`config.mk`:
```
export PLATFORM = sky130hd
export DESIGN_NAME = alu_slice_1b
export DESIGN_NICKNAME = d
export VERILOG_FILES = /design/src/rtl/alu_slice_1b.sv
export SDC_FILE = /design/constraint.sdc
export NUM_CORES = 1
export LEC_CHECK = 0
export BUFFER_PORTS_ARGS = -buffer_cell sky130_fd_sc_hd__buf_4
export CORE_AREA = 2 2 39 41
export DETAILED_ROUTE_END_ITERATION = 12
export DIE_AREA = 0 0 41 43
export PLACE_DENSITY_LB_ADDON = 0.1
export SLEW_MARGIN = 20
export SYNTH_ARGS = -nofsm -noshare
export SYNTH_HDL_FRONTEND = slang
export SYNTH_SLANG_ARGS = --single-unit
```
`constraint.sdc`:
```
create_clock -name clk -period 1.62 [get_ports clk]
set_input_delay 0.243 -clock clk [delete_from_list [all_inputs] [get_ports clk]]
set_output_delay 0.243 -clock clk [all_outputs]
set_load 0.1 [all_outputs]
```
`src/rtl/alu_slice_1b.sv`:
```
// Registered 1-bit ALU slice: half-add, full-add, compare, full-subtract selected by {M1,M0}.
// Define ALU_SLICE_STICKY_EN to add the sticky_c carry-seen flag.
module alu_slice_1b (
    input  logic       clk,
    input  logic       rst,
    input  logic       in_valid,
    input  logic       A,
    input  logic       B,
    input  logic       Cin,
    input  logic       M0,
    input  logic       M1,
    output logic       F,
    output logic       Cout,
    output logic       N,
    output logic       out_valid,
    output logic [3:0] mode_oh
`ifdef ALU_SLICE_STICKY_EN
    ,
    output logic       sticky_c
`endif
);

    logic [3:0] mode_oh_d, mode_oh_q;
    logic       f_d, f_q;
    logic       c_d, c_q;
    logic       n_d, n_q;
    logic       vld_q;
    logic       axb;

    always_comb begin
        mode_oh_d = 4'b0001 << {M1, M0};
        axb       = A ^ B;
        // Each mode term is gated by its one-hot bit, so the ORs act as a 4:1 mux.
        f_d = (mode_oh_d[0] & axb)
            | (mode_oh_d[1] & (axb ^ Cin))
            | (mode_oh_d[2] & ~axb)
            | (mode_oh_d[3] & (axb ^ Cin));
        c_d = (mode_oh_d[0] & (A & B))
            | (mode_oh_d[1] & ((A & B) | (A & Cin) | (B & Cin)))
            | (mode_oh_d[2] & (A & ~B))
            | (mode_oh_d[3] & ((~A & B) | (~A & Cin) | (B & Cin)));
        n_d = (mode_oh_d[2] & (~A & B))
            | (mode_oh_d[3] & ((~A & B) | (~A & Cin) | (B & Cin)));
    end

    always_ff @(posedge clk) begin
        if (rst) begin
            f_q       <= 1'b0;
            c_q       <= 1'b0;
            n_q       <= 1'b0;
            vld_q     <= 1'b0;
            mode_oh_q <= 4'b0000;
        end else begin
            vld_q <= in_valid;
            if (in_valid) begin
                f_q       <= f_d;
                c_q       <= c_d;
                n_q       <= n_d;
                mode_oh_q <= mode_oh_d;
            end
        end
    end

`ifdef ALU_SLICE_STICKY_EN
    logic sticky_q;

    always_ff @(posedge clk) begin
        if (rst) begin
            sticky_q <= 1'b0;
        end else if (in_valid && c_d) begin
            sticky_q <= 1'b1;
        end
    end

    assign sticky_c = sticky_q;
`endif

    assign F         = f_q;
    assign Cout      = c_q;
    assign N         = n_q;
    assign out_valid = vld_q;
    assign mode_oh   = mode_oh_q;

endmodule

```
After elaboration in Yosys (flattened, before gate mapping):

Cells that the tools add are included.

* bits in registers: 8
* input bits: 8
* logic and storage cells: 37

* shift operators: 1
* bitwise operators: 31

Operators with widths (count)
* bitwise AND 1 bit: 15
* bitwise OR 1 bit: 11
* << shifter 1 x 2 -> 4 bit (first input constant): 1
* NOT 1 bit: 3
* XOR 1 bit: 2

Longest topological paths before layout:

Gate-level depths: netlist of the first run.

* word-level depth: 7
* depth in mapped cells: 5
* depth with buffers taken out: 5

Worst setup path after synthesis of the first run:

Ideal clock, no wire load.

* path kind: input -> register
* start point: input port A
* end point: register c_q (netlist: Cout)
* setup time: 124 ps
* arrival time: 1340 ps
* required time: 1496 ps
* setup slack: 155 ps
* stages: 5
* buffers on the path: 0
* cell sequence: inv_1 fa_1 mux4_2 mux2i_1 nor2_1

* word-level cells in the longest chain between the ends: 7

Ends and longest elaborated chain
* start, declared: line 7 `input logic A,`
* bitwise AND 1 bit, on equally long branches: line 38, 39
* bitwise OR 1 bit (2 in a row): line 39 `| (mode_oh_d[1] & ((A & B) | (A & Cin) | (B & Cin)))`
* bitwise AND 1 bit: line 39
* bitwise OR 1 bit: line 39
* bitwise OR 1 bit: line 40 `| (mode_oh_d[2] & (A & ~B))`
* bitwise OR 1 bit *: line 41 `| (mode_oh_d[3] & ((~A & B) | (~A & Cin) | (B & Cin)));`
* end signal, assigned: line 49 `c_q <= 1'b0;`
* end signal, assigned: line 57 `c_q <= c_d;`
* end, declared: line 25 `logic c_d, c_q;`

Mark *: on every way between the ends. The rest lies on a longest branch, timed or not.
A chain may end at the register's enable or synchronous reset.

Worst setup path after layout of the first run:

Ends and elaborated chain as after synthesis.

==> flow_metrics.env, run 1 <==
export IMPL_critPathLaunch="A"
export IMPL_overflow=0
export IMPL_finalHoldViolCount=0
export IMPL_worstPathArrival_ns=1.50
export IMPL_cts_setup_buffers=0
export IMPL_dieArea_sq_mm=0.00176
export IMPL_grt_setup_unrepaired="false"
export IMPL_fin_util_pct=42.9
export IMPL_slew_headroom_pct=81.6
export IMPL_p_comb_share_pct=31.6
export IMPL_seq_area_frac_synth_pct=36.4
export IMPL_drtIter0Drc=9
export IMPL_wl_met2_um=345
export IMPL_reg2reg_from="F"
export IMPL_post_dp_hpwl_um=599
export IMPL_drc_errors=0
export IMPL_avgSynthCellArea_sq_um=10.2
export IMPL_gp_congestion=0.617
export IMPL_drv_cap=0
export IMPL_fin_tns_setup_ns=0
export IMPL_core_area_sq_mm=0.00138
export IMPL_cts_tree="built"
export IMPL_hold_buffers=0
export IMPL_clk_pin_slew_ns=0.05
export IMPL_pin_count=16
export IMPL_tightest_slew_ns=0.279
export IMPL_yosys_warnings=0
export IMPL_diodes=0
export IMPL_min_path_type="input pin to flip-flop"
export IMPL_p_leak_nw=0.274
export IMPL_cts_sinks=8
export IMPL_min_from="rst"
export IMPL_register_area_sq_um=160
export IMPL_antenna_found_initial=0
export IMPL_synth_area_leaders="dfxtp_1 (36%), fa_1 (9.1%), ha_1 (8.5%)"
export IMPL_root_buffer="clkbuf_4"
export IMPL_die_h_um=43
export IMPL_ys_ff_latch=8
export IMPL_layout_common_cells="buf_4 (18), dfxtp_1 (8), nor2_1 (4), nand2b_1 (4), a21oi_1 (4)"
export IMPL_area_delta_synth_final_pct=34.9
export IMPL_vias=349
export IMPL_outcome="completed"
export IMPL_clockBufferDepth=2
export IMPL_rr_worst_depth=2
export IMPL_switchingPower_mw=0.180
export IMPL_r2r_end="F"
export IMPL_sequentialPowerShare_pct=40.3
export IMPL_netlist_area_leader_share_pct=36.4
export IMPL_final_common_cell="buf_4"
export IMPL_drive_above_1_share_pct=38.3
export IMPL_power_frac_clock_pct=28.1
export IMPL_drt_met1_wl_um=380
export IMPL_wire_per_inst_um=10.4
export IMPL_cts_repair_resized=0
export IMPL_netlist_instances=43
export IMPL_intPower_mw=0.346
export IMPL_sw_frac_of_total_pct=34.2
export IMPL_grt_pass1_vias=290
export IMPL_netlist_area_sq_um=440
export IMPL_yosys_cell_types_count=19
export IMPL_grt_usage_pct=10.7
export IMPL_powerDensity_mw_per_mm2=885
export IMPL_fin_nets=75
export IMPL_highest_layer="met4"
export IMPL_fmax_mhz=738
export IMPL_start_util_pct=31.8
export IMPL_h_tree_depth=1
export IMPL_report_final_slew_viol_count=0
export IMPL_wl_met3_um=46
export IMPL_port_buffers=15
export IMPL_setup_viol=0
export IMPL_grt_pass1_wl_um=1240
export IMPL_critPathMaxFanout=3
export IMPL_endpoint_kind="flip-flop"
export IMPL_antenna_left=0
export IMPL_grt_max_degree=14
export IMPL_synthesis_nets=56
export IMPL_drt_total_wl_um=788
export IMPL_critPathLaunchType="input pin"
export IMPL_drt_first_pass_iters=4
export IMPL_finClkSkew_ns=0
export IMPL_nFillCells=149
export IMPL_clkLatencyLatePin_ns=0.25
export IMPL_fin_crit_sh_pct=83.6
export IMPL_cts_buffers_inserted=3
export IMPL_worstSetupPathType="input pin to flip-flop"
export IMPL_cp_endpoint="Cout"
export IMPL_layout_min_cycle_time_ns=1.35
export IMPL_die_w_um=41
export IMPL_multiInputGateArea_sq_um=249
export IMPL_avgViaCountPerCell=4.59
export IMPL_synth_top_area_cell="dfxtp_1"
export IMPL_max_vdd_ir_drop_uv=226
export IMPL_rrSetupSlack_ns=0.96
export IMPL_cp_required_ns=1.76
export IMPL_rows=14
-- cells in the mapped netlist --
library cell and number:
nor2b_1 1, ha_1 3, a21oi_1 4, nand3_1 2
xnor2_1 1, inv_1 2, mux2i_1 3, nand2b_1 4
buf_1 1, dfxtp_1 8, buf_2 1, buf_6 1
nor2_1 4, mux4_2 1, nand3b_1 2, clkbuf_1 1
mux2_2 1, a211oi_1 1, fa_1 2
-- per-layer routing --
layer  GRT usage, %  vias to the layer above
met5              0                        -
met2           13.4                       15
met1           14.9                      156
met4           10.0                        0
li1               -                      176
met3           1.57                        2
-- how the worst min path moves through the flow --
stage                 end  depth (start not counted)
2_1_floorplan           N                          2
3_3_place_gp   mode_oh[2]                          2
3_5_place_dp            N                          2
4_1_cts        mode_oh[2]                          2
5_1_grt        mode_oh[1]                          2
6_report       mode_oh[2]                          2
-- sequential cells by signal (all words and copies together) (netlist names) --
signal	count
N	1
mode_oh	4
out_valid	1
Cout	1
F	1
-- power groups by stage --
| stage | Sequential [mW] | Clock, mW | Combinational [mW] |
|---|---|---|---|
| 6_report | 0.212 | 0.148 | 0.166 |
| 5_1_grt | 0.213 | 0.167 | 0.176 |
| 4_1_cts | 0.212 | 0.155 | 0.168 |
| 3_5_place_dp | 0.216 | 0 | 0.168 |
| 3_3_place_gp | 0.216 | 0 | 0.167 |
| 2_1_floorplan | 0.289 | 0 | 0.0488 |
-- layout make-up --
class,instances,share of cell area (%)
clock buffer,3,3.79
inverter,2,1.26
multi-input combinational,29,41.9
sequential,8,26.9
tap,16,3.37
timing repair buffer,18,22.7
-- through the flow --
step           setup slack [ns]  hold slack [ns]  instance area (sq um)  cells  power, mW
5_1_grt                   0.220            0.219                    594     76      0.556
4_1_cts                   0.259            0.214                    594     76      0.535
3_5_place_dp           -0.00206            0.460                    572     73      0.384
3_3_place_gp           -0.00830            0.459                    572     73      0.383
6_report                  0.266            0.222                    594     76      0.526
2_1_floorplan             0.155            0.420                    440     43      0.338
-- cell families after synthesis --
group	after synthesis	share of synthesized area [%]
flops	8	36.4
buf+inv	6	7.10
xor+xnor	1	1.99
compound gates	5	6.25
fa+ha+maj	5	17.6
simple gates	13	16.2
mux	5	14.5
-- worst max-delay path, cell delays in order --
cell     delay, ns
buf_4         0.10
inv_1         0.06
fa_1          0.43
mux4_2        0.47
mux2i_1       0.14
nor2_1        0.05
Power figures use the tool's default switching activity.
==> inputs of run 2 (changes only) <==
Clock period 1.62 ns to 1.35 ns, I/O delays scaled along.
==> flow_metrics.env, run 2 (synthesis gave the netlist of run 1 again) <==
export IMPL_cts_repair_resized=0
export IMPL_drt_first_pass_iters=2
export IMPL_p_comb_share_pct=32.0
export IMPL_min_from="rst"
export IMPL_fin_area_sq_um=612
export IMPL_worstSetupPathType="input pin to flip-flop"
export IMPL_root_buffer="clkbuf_4"
export IMPL_finalHoldViolCount=0
export IMPL_layout_min_cycle_time_ns=1.23
export IMPL_reg2reg_from="F"
export IMPL_drc_errors=0
export IMPL_die_w_um=41
export IMPL_cp_required_ns=1.50
export IMPL_vias=349
export IMPL_avgViaCountPerCell=4.47
export IMPL_timing_hold_ws_ns=0.178
export IMPL_drv_cap=0
export IMPL_hold_buffers=0
export IMPL_tightest_slew_ns=0.280
export IMPL_finClkSkew_ns=0
export IMPL_grt_pass1_wl_um=1380
export IMPL_rows=14
export IMPL_nFillCells=156
export IMPL_sequentialPowerShare_pct=39.8
export IMPL_fin_crit_sh_pct=91.1
export IMPL_wire_per_inst_um=10.4
export IMPL_slowest_delay_ns=0.47
export IMPL_post_dp_hpwl_um=631
export IMPL_final_common_cell="buf_4"
export IMPL_worstPathArrival_ns=1.38
export IMPL_critPathMaxFanout=2
export IMPL_cts_buffers_inserted=3
export IMPL_overflow=0
export IMPL_power_frac_clock_pct=28.2
export IMPL_critPathBufInv=1
export IMPL_hold_depth=2
export IMPL_clockBufferDepth=2
export IMPL_endpoint_kind="flip-flop"
export IMPL_cts_setup_buffers=0
export IMPL_drt_total_wl_um=809
export IMPL_clk_pin_slew_ns=0.05
export IMPL_antenna_found_initial=0
export IMPL_critPathLaunch="Cin"
export IMPL_sw_frac_of_total_pct=34.2
export IMPL_grt_setup_unrepaired="false"
export IMPL_crit_chain="buf_4 -> fa_2 -> mux4_2 -> mux2i_1 -> nor2_1"
export IMPL_pin_count=16
export IMPL_largest_reg_flops=4
export IMPL_gp_congestion=0.649
export IMPL_start_util_pct=31.8
export IMPL_cp_depth=5
export IMPL_diodes=0
export IMPL_p_leak_nw=0.283
export IMPL_powerDensity_mw_per_mm2=1040
export IMPL_area_delta_synth_final_pct=38.9
export IMPL_grt_usage_pct=12.2
export IMPL_min_path_type="input pin to flip-flop"
export IMPL_h_tree_depth=1
export IMPL_power_total_mw=0.638
export IMPL_fmax_mhz=813
export IMPL_report_final_slew_viol_count=0
export IMPL_layout_common_cells="buf_4 (20), dfxtp_1 (8), nor2_1 (4), nand2b_1 (4), a21oi_1 (4)"
export IMPL_grt_pass1_vias=318
export IMPL_fin_nets=77
export IMPL_port_buffers=15
export IMPL_die_h_um=43
export IMPL_clkLatencyLatePin_ns=0.25
export IMPL_cts_tree="built"
export IMPL_critPathLaunchType="input pin"
export IMPL_cp_slowest_cell="mux4_2"
export IMPL_antenna_left=0
export IMPL_rr_worst_depth=2
export IMPL_setup_viol=0
export IMPL_slew_headroom_pct=81.5
export IMPL_placed_area_sq_um=589
export IMPL_intPower_mw=0.419
export IMPL_switchingPower_mw=0.218
export IMPL_max_vdd_ir_drop_uv=301
export IMPL_outcome="completed"
export IMPL_path_delay_family="multiplexers"
export IMPL_dieArea_sq_mm=0.00176
export IMPL_drtIter0Drc=3
export IMPL_drive_above_1_share_pct=41.9
export IMPL_grt_max_degree=14
export IMPL_core_area_sq_mm=0.00138
export IMPL_cts_sinks=8
run 2: cell count changes in the layout (fill, tap and decap cells not counted):
cell and delta:
buf_4 +2, fa_1 -1, fa_2 +1
run 2: layout make-up:
class,instances,area [sq um],share of cell area [%]
Multi-Input combinational cell,29,251,41.1
Sequential cell,8,160,26.2
Timing Repair Buffer,20,150,24.5
Clock buffer,3,22.5,3.68
Tap cell,16,20.0,3.27
Inverter,2,7.51,1.23
run 2: power by group through the flow:
| stage | logic (mW) | clock network (mW) | registers [mW] |
|---|---|---|---|
| global route | 0.220 | 0.207 | 0.255 |
| detailed placement | 0.206 | 0 | 0.259 |
| global placement | 0.205 | 0 | 0.259 |
| floorplan | 0.0585 | 0 | 0.347 |
| CTS | 0.207 | 0.187 | 0.254 |
| finish | 0.204 | 0.180 | 0.254 |
run 2: final timing paths:
| path | slack, ns | to |
|---|---|---|
| max | 0.12 | Cout |
| min | 0.18 | N |
| max reg2reg | 0.72 | F |
| min reg2reg | 0.47 | N |
run 2: per-stage QoR:
stage                     instances  worst slack (ns)  utilization (%)  setup TNS [ns]
after floorplan                  43            0.0170                -               0
after global placement           75            -0.138             42.6          -0.156
after detailed placement         75            -0.151             42.6          -0.157
after CTS                        78             0.114             44.2               0
after global routing             78            0.0635             44.2               0
final                            78             0.120             44.2               0
run 2: per-layer routing:
metal | routed length (um) | vias up | track usage (%)
met3 | 45 | 0 | 3.14
met4 | 0 | 0 | 10.0
li1 | - | 180 | -
met5 | 0 | - | 0
met2 | 391 | 13 | 17.2
met1 | 372 | 156 | 14.8
==> inputs of run 3 (changes only) <==
Settings changed: PLACE_DENSITY_LB_ADDON 0.1 to 0.2.
==> flow_metrics.env, run 3 (synthesis gave the netlist of run 1 again) <==
export IMPL_outcome="completed"
export IMPL_endpoint_kind="flip-flop"
export IMPL_place_inst=74
export IMPL_grt_pass1_vias=297
export IMPL_h_tree_depth=1
export IMPL_worstSetupPathType="input pin to flip-flop"
export IMPL_wire_per_inst_um=9.60
export IMPL_dieArea_sq_mm=0.00176
export IMPL_hold_depth=2
export IMPL_root_buffer="clkbuf_4"
export IMPL_worst_slack_ns=0.121
export IMPL_fin_util_pct=43.7
export IMPL_fmax_mhz=814
export IMPL_min_path_type="input pin to flip-flop"
export IMPL_critPathLaunchType="input pin"
export IMPL_hold_buffers=0
export IMPL_drt_total_wl_um=739
export IMPL_finalHoldViolCount=0
export IMPL_drc_errors=0
export IMPL_start_util_pct=31.8
export IMPL_clkLatencyLatePin_ns=0.24
export IMPL_drive_above_1_share_pct=41.0
export IMPL_fin_cells=77
export IMPL_layout_min_cycle_time_ns=1.23
export IMPL_final_common_cell="buf_4"
export IMPL_grt_pass1_wl_um=1220
export IMPL_cts_repair_resized=0
export IMPL_cts_setup_buffers=0
export IMPL_drtIter0Drc=1
export IMPL_rr_worst_depth=2
export IMPL_cts_tree="built"
export IMPL_largest_reg_flops=4
export IMPL_clk_pin_slew_ns=0.05
export IMPL_gp_congestion=0.666
export IMPL_drt_first_pass_iters=2
export IMPL_powerDensity_mw_per_mm2=1040
export IMPL_critPathMaxFanout=3
export IMPL_die_h_um=43
export IMPL_rrSetupSlack_ns=0.71
export IMPL_grt_usage_pct=10.5
export IMPL_diodes=0
export IMPL_report_final_slew_viol_count=0
export IMPL_cp_required_ns=1.49
export IMPL_pin_count=16
export IMPL_vias=344
export IMPL_cts_sinks=8
export IMPL_layout_common_cells="buf_4 (19), dfxtp_1 (8), nor2_1 (4), nand2b_1 (4), a21oi_1 (4)"
export IMPL_slew_headroom_pct=81.6
export IMPL_port_buffers=15
export IMPL_fin_nets=76
export IMPL_placed_area_sq_um=582
export IMPL_setup_viol=0
export IMPL_grt_max_degree=14
export IMPL_tightest_slew_ns=0.279
export IMPL_drv_cap=0
export IMPL_avgViaCountPerCell=4.47
export IMPL_area_delta_synth_final_pct=37.2
export IMPL_antenna_left=0
export IMPL_rows=14
export IMPL_overflow=0
export IMPL_power_total_mw=0.629
export IMPL_post_dp_hpwl_um=594
export IMPL_finClkSkew_ns=0
export IMPL_antenna_found_initial=0
export IMPL_core_area_sq_mm=0.00138
export IMPL_grt_setup_unrepaired="false"
export IMPL_worstPathArrival_ns=1.37
export IMPL_die_w_um=41
export IMPL_nFillCells=144
export IMPL_dp_slack_ns=-0.147
export IMPL_fin_crit_sh_pct=91.0
export IMPL_p_leak_nw=0.278
export IMPL_max_vdd_ir_drop_uv=347
export IMPL_cts_buffers_inserted=3
export IMPL_fin_area_sq_um=604
export IMPL_clockBufferDepth=2
==> run 3: final timing paths <==
kind	startpoint	end
setup / recovery	A	Cout
setup reg to reg	F	F
hold reg to reg	N	N
hold / removal	rst	mode_oh[3]
==> run 3: power breakdown <==
part           switching [mW]  total (mW)  leakage [nW]  internal (mW)
registers             0.00575       0.255        0.0657          0.249
logic                   0.133       0.200         0.199         0.0673
clock network          0.0732       0.174        0.0138          0.101
total                   0.212       0.629         0.278          0.417
==> run 3: cell type report <==
class,instances,area [sq um],area share [%]
multi-input combinational,29,251,41.6
sequential,8,160,26.5
timing repair buffer,19,143,23.6
clock buffer,3,22.5,3.73
tap,16,20.0,3.31
inverter,2,7.51,1.24
==> run 3: metrics by stage <==
step / TNS, ns / hold slack, ns
floorplan: 0 / 0.380
global placement: -0.145 / 0.436
detailed placement: -0.157 / 0.437
CTS: 0 / 0.169
global route: 0 / 0.177
finish: 0 / 0.179
==> run 3: worst max-delay path, stage by stage <==
cell and delay [ns]:
buf_4 0.12, fa_1 0.40, mux4_2 0.45, mux2i_1 0.14
nor2_1 0.05
==> run 3: metal layers <==
layer	share of wire (%)	global-route usage [%]	vias to the layer above
met2	48	13.8	11
met4	0	10.0	0
met3	6.9	1.57	0
met1	45	13.7	154
met5	0	0	-
li1	-	-	179
